<file path="config.mk">
export PLATFORM = sky130hd
export DESIGN_NAME = mips_cpu_mem_arbiter
export DESIGN_NICKNAME = d
export VERILOG_FILES = /design/src/rtl/mips_cpu_arb_pkg.sv /design/src/rtl/mips_cpu_arb_rr.sv /design/src/rtl/mips_cpu_mem_arbiter.sv
export SDC_FILE = /design/constraint.sdc
export NUM_CORES = 1
export LEC_CHECK = 0
export BUFFER_PORTS_ARGS = -buffer_cell sky130_fd_sc_hd__buf_2
export CAP_MARGIN = 40
export CORE_MARGIN = 2
export CORE_UTILIZATION = 45
export DETAILED_ROUTE_END_ITERATION = 10
export GPL_TIMING_DRIVEN = 1
export PLACE_DENSITY = 0.79
export SYNTH_ARGS = -nofsm -noshare
export SYNTH_HDL_FRONTEND = slang
export SYNTH_SLANG_ARGS = --single-unit
</file>
<file path="constraint.sdc">
create_clock -name clk -period 6 [get_ports clk]
set_input_delay 0.9 -clock clk [delete_from_list [all_inputs] [get_ports clk]]
set_output_delay 0.9 -clock clk [all_outputs]
set_load 0.02 [all_outputs]
</file>
<file path="src/rtl/mips_cpu_arb_pkg.sv">
// mips_cpu_arb_pkg: shared state, source encodings and constants for the CPU memory arbiter.
package mips_cpu_arb_pkg;
    typedef enum logic [1:0] {IDLE = 2'b00, INSTR = 2'b01, DATA = 2'b10} arb_state_t;
    typedef enum logic {SRC_INSTR = 1'b0, SRC_DATA = 1'b1} arb_src_t;
    localparam logic [3:0] BE_ALL = 4'b1111;
endpackage

</file>
<file path="src/rtl/mips_cpu_arb_rr.sv">
// mips_cpu_arb_rr: two-way grant selection, fixed data priority or round-robin against rr_last.
module mips_cpu_arb_rr
    import mips_cpu_arb_pkg::*;
#(
    parameter int FIXED_PRIO = 0
) (
    input  logic     instr_elig,
    input  logic     data_elig,
    input  arb_src_t rr_last,
    output logic     grant_valid,
    output arb_src_t grant
);
    assign grant_valid = instr_elig | data_elig;
    assign grant = (instr_elig && data_elig)
                 ? ((FIXED_PRIO != 0 || rr_last == SRC_INSTR) ? SRC_DATA : SRC_INSTR)
                 : (data_elig ? SRC_DATA : SRC_INSTR);
endmodule

</file>
<file path="src/rtl/mips_cpu_mem_arbiter.sv">
// mips_cpu_mem_arbiter: shares one Avalon bus between the fetch and data ports of the CPU.
// Defining MIPS_ARB_PERF_CNT_EN adds the perf_stall_cycles / perf_bus_busy counters.
module mips_cpu_mem_arbiter
    import mips_cpu_arb_pkg::*;
#(
    parameter int FIXED_PRIO = 0,
    parameter int ADDR_W     = 32
) (
    input  logic              clk,
    input  logic              reset,
    input  logic              instr_req,
    input  logic [ADDR_W-1:0] instr_address,
    output logic [31:0]       instr_readdata,
    output logic              instr_valid,
    input  logic              data_read,
    input  logic              data_write,
    input  logic [ADDR_W-1:0] data_address,
    input  logic [31:0]       data_writedata,
    input  logic [3:0]        data_byteenable,
    output logic [31:0]       data_readdata,
    output logic              data_valid,
    output logic [ADDR_W-1:0] address,
    output logic              read,
    output logic              write,
    output logic [3:0]        byteenable,
    output logic [31:0]       writedata,
    input  logic              waitrequest,
    input  logic [31:0]       readdata,
    output logic              cpu_stall
`ifdef MIPS_ARB_PERF_CNT_EN
    ,
    output logic [31:0]       perf_stall_cycles,
    output logic [31:0]       perf_bus_busy
`endif
);
    arb_state_t state;
    arb_src_t   rr_last, grant;
    logic       grant_valid, instr_elig, data_elig;

    // A requester whose valid is high this cycle is finishing, not asking again.
    assign instr_elig = instr_req & ~instr_valid;
    assign data_elig  = (data_read | data_write) & ~data_valid;
    assign cpu_stall  = instr_elig | data_elig;

    mips_cpu_arb_rr #(.FIXED_PRIO(FIXED_PRIO)) u_rr (
        .instr_elig (instr_elig),
        .data_elig  (data_elig),
        .rr_last    (rr_last),
        .grant_valid(grant_valid),
        .grant      (grant)
    );

    always_ff @(posedge clk or posedge reset) begin
        if (reset) begin
            state          <= IDLE;
            rr_last        <= SRC_DATA;
            read           <= 1'b0;
            write          <= 1'b0;
            instr_valid    <= 1'b0;
            data_valid     <= 1'b0;
            address        <= '0;
            writedata      <= '0;
            byteenable     <= '0;
            instr_readdata <= '0;
            data_readdata  <= '0;
        end else begin
            instr_valid <= 1'b0;
            data_valid  <= 1'b0;
            if (state == IDLE) begin
                if (grant_valid) begin
                    rr_last <= grant;
                    if (grant == SRC_INSTR) begin
                        state      <= INSTR;
                        address    <= instr_address;
                        byteenable <= BE_ALL;
                        writedata  <= '0;
                        read       <= 1'b1;
                    end else begin
                        state      <= DATA;
                        address    <= data_address;
                        byteenable <= data_byteenable;
                        writedata  <= data_writedata;
                        read       <= data_read;
                        write      <= data_write;
                    end
                end
            end else if (!waitrequest) begin
                state <= IDLE;
                read  <= 1'b0;
                write <= 1'b0;
                if (state == INSTR) begin
                    instr_valid    <= 1'b1;
                    instr_readdata <= readdata;
                end else begin
                    data_valid <= 1'b1;
                    if (read) data_readdata <= readdata;
                end
            end
        end
    end

`ifdef MIPS_ARB_PERF_CNT_EN
    always_ff @(posedge clk or posedge reset) begin
        if (reset) begin
            perf_stall_cycles <= '0;
            perf_bus_busy     <= '0;
        end else begin
            if (cpu_stall) perf_stall_cycles <= perf_stall_cycles + 32'd1;
            if (read | write) perf_bus_busy <= perf_bus_busy + 32'd1;
        end
    end
`endif
endmodule
</file>
==> flow_summary_export.csv, run 1 <==
group,metric,value,unit
run_status,status,"finished, final reports clean",
clock_network,cts_made_buffers,17,
timing,fmax,408.9,MHz
placement,port_buffers,274,
power,ir_drop,0.0003314,V
min_path,holdPathStages,1,
cells_and_area,fin_cells,821,
setup_path,crit_start,"instr_req",
detailed_routing,post_drt_wl_per_cell,16.86,µm
synth,ys_ff_latch,139,
detailed_routing,ant_nets,0,
power,pwr-share-seq,0.346,
synth,synthArstFlopShare,1.000,
cells_and_area,area_growth,39.63,%
synth,yosysTopAreaCell,"dfrtp_1",
power,p_switching,1.826,mW
global_route,grt_first_pass_wirelength,21.24,mm
synth,synth_edf_count,0,
synth,ys_top_cells_by_count,"dfrtp_1 (138), mux2_2 (64), a22o_1 (34), nor2_1 (34)",
die,initial_core_util,0.4571,
timing,fin_crit,2.446,ns
timing,slew_headroom,0.5127,
die,dieArea,12940,µm²
synth,syn_area,5421,µm²
global_route,grt-ovfl-total,0,
detailed_routing,viasPerCell,5.146,
clock_network,cts-hold-fix-buffers,0,
setup_path,reg2reg_to,"writedata[16]",
synth,synth_area_leaders,"dfrtp_1 (64%), mux2_2 (13%), mux2i_1 (5.9%)",
cells_and_area,stdcell_area,7570,µm²
synth,avgSynthCellArea,14.12,µm²
timing,rsz0062_at_grt,"false",
cells_and_area,seq_area,3480,µm²
detailed_routing,drtIter0Drc,202,
setup_path,required,5.10,ns
detailed_routing,drc,0,
power,p_sw_frac,0.3876,
clock_network,cts_resized,0,
power,p_clk_frac,0.230,
min_path,min-delay-start,"byteenable[0]",
detailed_routing,drt-total-wl,13.84,mm
cells_and_area,multiInputGateArea,1822,µm²
synth,synthesis.instances,384,
setup_path,cp-endpoint,"cpu_stall",
timing,setup_tns,0,ns
clock_network,cts_tree,"built",
placement,place_area,6949,µm²
die,die_w,113.8,µm
global_route,grt_pass1_vias,4291,
setup_path,cp_data_arrival_time,1.55,ns
timing,worst_slew_pin_slew,0.7292,ns
timing,slew_viol_final,0,
die,num_rows,40,
timing,skew,0.007698,ns
die,io_pins,275,
synth,syn-num-nets,522,
setup_path,ff2ff_path_depth,5,
synth,post-synth-top-count-cell,"dfrtp_1",
clock_network,path_clk_slew,0.06,ns
setup_path,rr_startpoint,"instr_valid",
job,cap_violations,0,
cells_and_area,nFillCells,924,
clock_network,cts_htree_levels,4,
placement,gp_congestion,0.7650,
synth,synth-warning-count,0,
timing,finalSetupViolCount,0,
clock_network,clk_latency,0.41,ns
setup_path,endpoint_kind,"primary output",
clock_network,cts_setup_buffers,0,
synth,ys_seq_area_frac,0.6418,
timing,period_share,0.4076,
power,combPwrFrac,0.424,
die,core_area,11860,µm²
detailed_routing,num_vias,4225,
setup_path,critPathKind,"input port to primary output",
clock_network,cts_num_sinks,139,
timing,hold_viol,0,
global_route,grt_max_degree,71,
detailed_routing,drt_first_pass_iters,4,
setup_path,critPathMaxFanout,3,
cells_and_area,drive_gt1_frac,0.5691,
power,pwr_density_cell,622.3,nW/µm²
global_route,track_usage,0.2134,
setup_path,start_kind,"input port",
power,p_leak,3.866,nW
power,p_int,2.885,mW
clock_network,clk_path_buf_depth,2,
placement,place_hpwl,10.21,mm
global_route,antenna_found_initial,0,
synth,synthFlopType,"dfrtp_1",
clock_network,clock_tree.root_cell,"clkbuf_16",
min_path,hold_class,"flip-flop to flip-flop",
die,die_y,113.8,µm
synth,synth_cell_types,26,
setup_path,reg2reg_setup_slack,3.70,ns
synth,netlist.area_leader.share,0.6370,
placement,dp_cells,788,
cells_and_area,fin_nets,798,
per-stage QoR:
stage,util,hold slack (ns),power (mW),setup WS [ns]
finish,0.6382,0.4911,4.710,3.554
global route,0.6380,0.5091,4.972,3.492
CTS,0.6380,0.4920,4.764,3.551
detailed placement,0.5859,0.4774,3.659,3.175
global placement,0.5823,0.4734,3.558,3.274
floorplan,-,0.4731,2.956,1.377
how the worst min path moves through the flow:
stage                        to
2_1_floorplan           rr_last
5_1_grt        data_readdata[9]
6_report          byteenable[0]
3_3_place_gp      byteenable[1]
4_1_cts           byteenable[0]
3_5_place_dp      byteenable[0]
logic make-up after synthesis:
kind of cell	Yosys count	synth area share
flip-flops	139	0.6418
multiplexers	96	0.1920
AO/OA/AOI/OAI	77	0.1027
AND/OR/NAND/NOR	46	0.03669
buffers and inverters	26	0.02677
cell type report:
class	instances	area share
antenna	1	0.0003306
clock buffer	20	0.05901
clock inverter	12	0.02264
inverter	2	0.001653
multi-input combinational	219	0.2407
sequential	139	0.4597
tap	147	0.02430
timing repair buffer	281	0.1917
registers in the layout, indices dropped and copies added, names as in the netlist:
signal and cells:
byteenable 4, read 1, write 1, data_readdata 32, instr_readdata 32, rr_last 1, address 32, instr_valid 1
writedata 32, state 2, data_valid 1
critical path, cell delays in order:
cell	delay, ns
buf_2	0.10
nand2b_1	0.21
nand2_1	0.15
buf_2	0.19
cell usage in the layout, fill, tap and decap left out, types with 5 or more instances in the layout:
cell	Yosys	layout
buf_2	17	274
dfrtp_1	138	138
mux2_2	64	64
nor2_1	34	34
a22o_1	34	34
mux2i_1	32	32
a21oi_1	32	32
clkbuf_16	0	17
nand2_1	6	6
buf_4	1	5
routing by layer:
metal  wire (µm)  track usage
met1        5228       0.2355
met2        7223       0.3772
met3        1140      0.07226
met4         246      0.08943
met5           0            0
power groups by stage:
stage / Clock [mW] / Sequential, mW / Combinational, mW
2_1_floorplan: 0 / 2.16 / 0.801
3_3_place_gp: 0 / 1.61 / 1.95
3_5_place_dp: 0 / 1.64 / 2.02
4_1_cts: 1.11 / 1.64 / 2.02
5_1_grt: 1.15 / 1.68 / 2.14
6_report: 1.08 / 1.63 / 2.00
No activity file was read; power rests on OpenSTA's default activity.
==> run 2: changes to the inputs <==
--- a/config.mk
+++ b/config.mk
@@ -5,13 +5,14 @@
 export SDC_FILE = /design/constraint.sdc
 export NUM_CORES = 1
 export LEC_CHECK = 0
+export ABC_AREA = 1
 export BUFFER_PORTS_ARGS = -buffer_cell sky130_fd_sc_hd__buf_2
 export CAP_MARGIN = 40
 export CORE_MARGIN = 2
-export CORE_UTILIZATION = 45
+export CORE_UTILIZATION = 46
 export DETAILED_ROUTE_END_ITERATION = 10
 export GPL_TIMING_DRIVEN = 1
-export PLACE_DENSITY = 0.79
+export PLACE_DENSITY = 0.8
 export SYNTH_ARGS = -nofsm -noshare
 export SYNTH_HDL_FRONTEND = slang
 export SYNTH_SLANG_ARGS = --single-unit
==> constraint.sdc (replaced) <==
create_clock -name clk -period 2.3 [get_ports clk]
set_input_delay 0.345 -clock clk [delete_from_list [all_inputs] [get_ports clk]]
set_output_delay 0.345 -clock clk [all_outputs]
set_load 0.02 [all_outputs]
==> run 2 against run 1 <==
Core utilization is 1.3 points higher; final cell count is 36% higher; sequential share of layout area is 1.7 points lower; largest cell class unchanged; highest routed layer unchanged.
==> flow_summary_export.csv, run 2 <==
group,metric,value,unit
global_route,antenna_found_initial,1,
die,dieArea,13340,µm²
clock_network,cts_htree_levels,4,
detailed_routing,num_vias,5288,
power,combPwrFrac,0.422,
clock_network,cts_setup_buffers,0,
run_status,status,"finished, final reports clean",
setup_path,required,2.59,ns
placement,place_hpwl,11.07,mm
synth,netlist.area_leader.share,0.6039,
global_route,grt_max_degree,140,
detailed_routing,viasPerCell,4.730,
setup_path,worstPathCellList,"nor2_4 > nand2_1 > buf_4 > nand2_1 > nand2_1 > nand2_1 > nand2_1",
power,p_leak,4.633,nW
clock_network,cts_tree,"built",
clock_network,clk_path_buf_depth,2,
power,p_int,6.922,mW
timing,slew_headroom,0.4815,
cells_and_area,fin_nets,1075,
min_path,hold_class,"input port to asynchronous set/reset pin",
cells_and_area,final_cell_mix,"buf_2 (274), nand2_1 (266), dfrtp_1 (138), inv_1 (69), o21ai_0 (65)",
cells_and_area,drive_gt1_frac,0.3425,
setup_path,cp_data_arrival_time,2.40,ns
clock_network,cts_made_buffers,17,
setup_path,crit_top_cell,"nand2_1",
global_route,grt-ovfl-total,0,
timing,worst_slew_pin_slew,0.7759,ns
setup_path,crit_start,"data_valid",
synth,synth_edf_count,0,
synth,avgSynthCellArea,8.534,µm²
power,p_total,11.84,mW
global_route,track_usage,0.2373,
synth,synth_cell_types,18,
job,cap_violations,0,
power,pwr_density_cell,1507,nW/µm²
detailed_routing,drt-total-wl,15.72,mm
detailed_routing,post_drt_wl_per_cell,14.06,µm
cells_and_area,layout_commonest_cell,"buf_2",
setup_path,crit_slowest_cell,"nor2_4",
global_route,grt_first_pass_wirelength,24.41,mm
die,die_y,115.5,µm
power,ir_drop,0.0007645,V
timing,setup_tns,0,ns
power,p_switching,4.919,mW
synth,synthesis.instances,670,
timing,hold_viol,0,
timing,fmax,474.6,MHz
placement,port_buffers,274,
synth,ys_seq_area_frac,0.6085,
timing,slew_viol_final,0,
detailed_routing,drtIter0Drc,468,
power,p_clk_frac,0.230,
synth,synth_area_leaders,"dfrtp_1 (60%), nand2_1 (18%), o21ai_0 (5.7%)",
die,io_pins,275,
die,initial_core_util,0.4741,
setup_path,slowest_delay,0.61,ns
cells_and_area,stdcell_area,7859,µm²
detailed_routing,drt_first_pass_iters,4,
detailed_routing,drc,0,
timing,finalSetupViolCount,0,
placement,place_area,7257,µm²
timing,rsz0062_at_grt,"false",
die,num_rows,40,
timing,period_share,0.9161,
clock_network,cts_num_sinks,139,
synth,synthArstFlopShare,1.000,
synth,yosysTopAreaCell,"dfrtp_1",
synth,synth-warning-count,0,
setup_path,rr_startpoint,"data_valid",
power,p_sw_frac,0.4154,
clock_network,cts-hold-fix-buffers,0,
setup_path,endpoint_kind,"flip-flop",
timing,skew,0.007941,ns
synth,ys_ff_latch,139,
synth,ys_top_cells_by_count,"nand2_1 (268), dfrtp_1 (138), inv_1 (70)",
synth,synthFlopType,"dfrtp_1",
timing,fin_crit,2.107,ns
clock_network,cts_resized,0,
clock_network,clock_tree.root_cell,"clkbuf_16",
clock_network,path_clk_slew,0.06,ns
clock_network,clk_latency,0.41,ns
power,pwr-share-seq,0.348,
setup_path,start_kind,"flip-flop",
placement,gp_congestion,0.8582,
die,core_area,12060,µm²
cells_and_area,area_growth,37.44,%
synth,post-synth-top-count-cell,"nand2_1",
die,die_w,115.5,µm
detailed_routing,ant_nets,0,
setup_path,critPathKind,"flip-flop to flip-flop",
synth,syn-num-nets,808,
synth,syn_area,5718,µm²
placement,dp_cells,1086,
setup_path,critPathMaxFanout,35,
global_route,grt_pass1_vias,5062,
cells_and_area,fin_cells,1118,
==> run 2: cell types whose count changed in the layout (fill, tap and decap cells not counted), sizes merged, moves of 19 or more <==
cell / delta
a21oi: -32
a22o: -34
inv: +68
mux2: -64
mux2i: -32
nand2: +263
nand3: +37
nor2: -19
o21ai: +96
==> run 2: critical path, delay by kind of cell (launching register included) <==
family	cells	cell delay [ns]
flip-flops	1	0.41
buffers and inverters	1	0.31
AND/OR/NAND/NOR	6	1.25
==> run 2: metrics by stage <==
step	worst slack (ns)	utilization	hold slack [ns]
2_1_floorplan	0.2207	-	0.4230
3_3_place_gp	0.1257	0.6017	0.4565
3_5_place_dp	0.07438	0.6017	0.4605
4_1_cts	0.2038	0.6513	0.1532
5_1_grt	0.007719	0.6516	0.1567
6_report	0.1930	0.6516	0.1461
==> run 2: area by class of cell <==
cell class	instances	area, µm²
inverter	71	270.3
sequential	139	3480
timing repair buffer	285	1491
tap	168	210.2
antenna	1	2.502
clock inverter	6	83.83
fill	1029	4203
clock buffer	25	515.5
multi-input combinational	423	1805
==> run 2: worst paths after layout <==
path | to | slack, ns | depth (start not counted)
min | instr_readdata[27] | 0.15 | 3
max in group asynchronous | address[7] | 1.62 | 3
min reg2reg | rr_last | 0.47 | 2
max reg2reg | address[12] | 0.19 | 7
max | address[12] | 0.19 | 7
min in group clk | writedata[28] | 0.17 | 3
==> run 2: cell families (layout without fill, tap and decap cells) <==
kind of cell	after synthesis	after routing	share of synthesized area
flip-flops	139	139	0.6085
buffers and inverters	108	387	0.07877
AO/OA/AOI/OAI	100	100	0.08928
other	0	1	0
AND/OR/NAND/NOR	323	323	0.2234
==> run 2: power groups by stage <==
stage	Sequential, mW	Clock (mW)	Combinational (mW)
floorplan	5.40	0	1.93
global placement	4.12	0	4.92
detailed placement	4.13	0	5.04
CTS	4.12	2.77	5.05
global route	4.25	2.90	5.52
finish	4.12	2.72	5.00
==> run 2: metal layers <==
metal  wire [µm]  track usage  vias up
met3        1395      0.07793       30
met1        6290       0.2885     2404
met5           0            0        -
li1            -            -     2604
met4         382      0.09960        0
met2        7650       0.3906      250
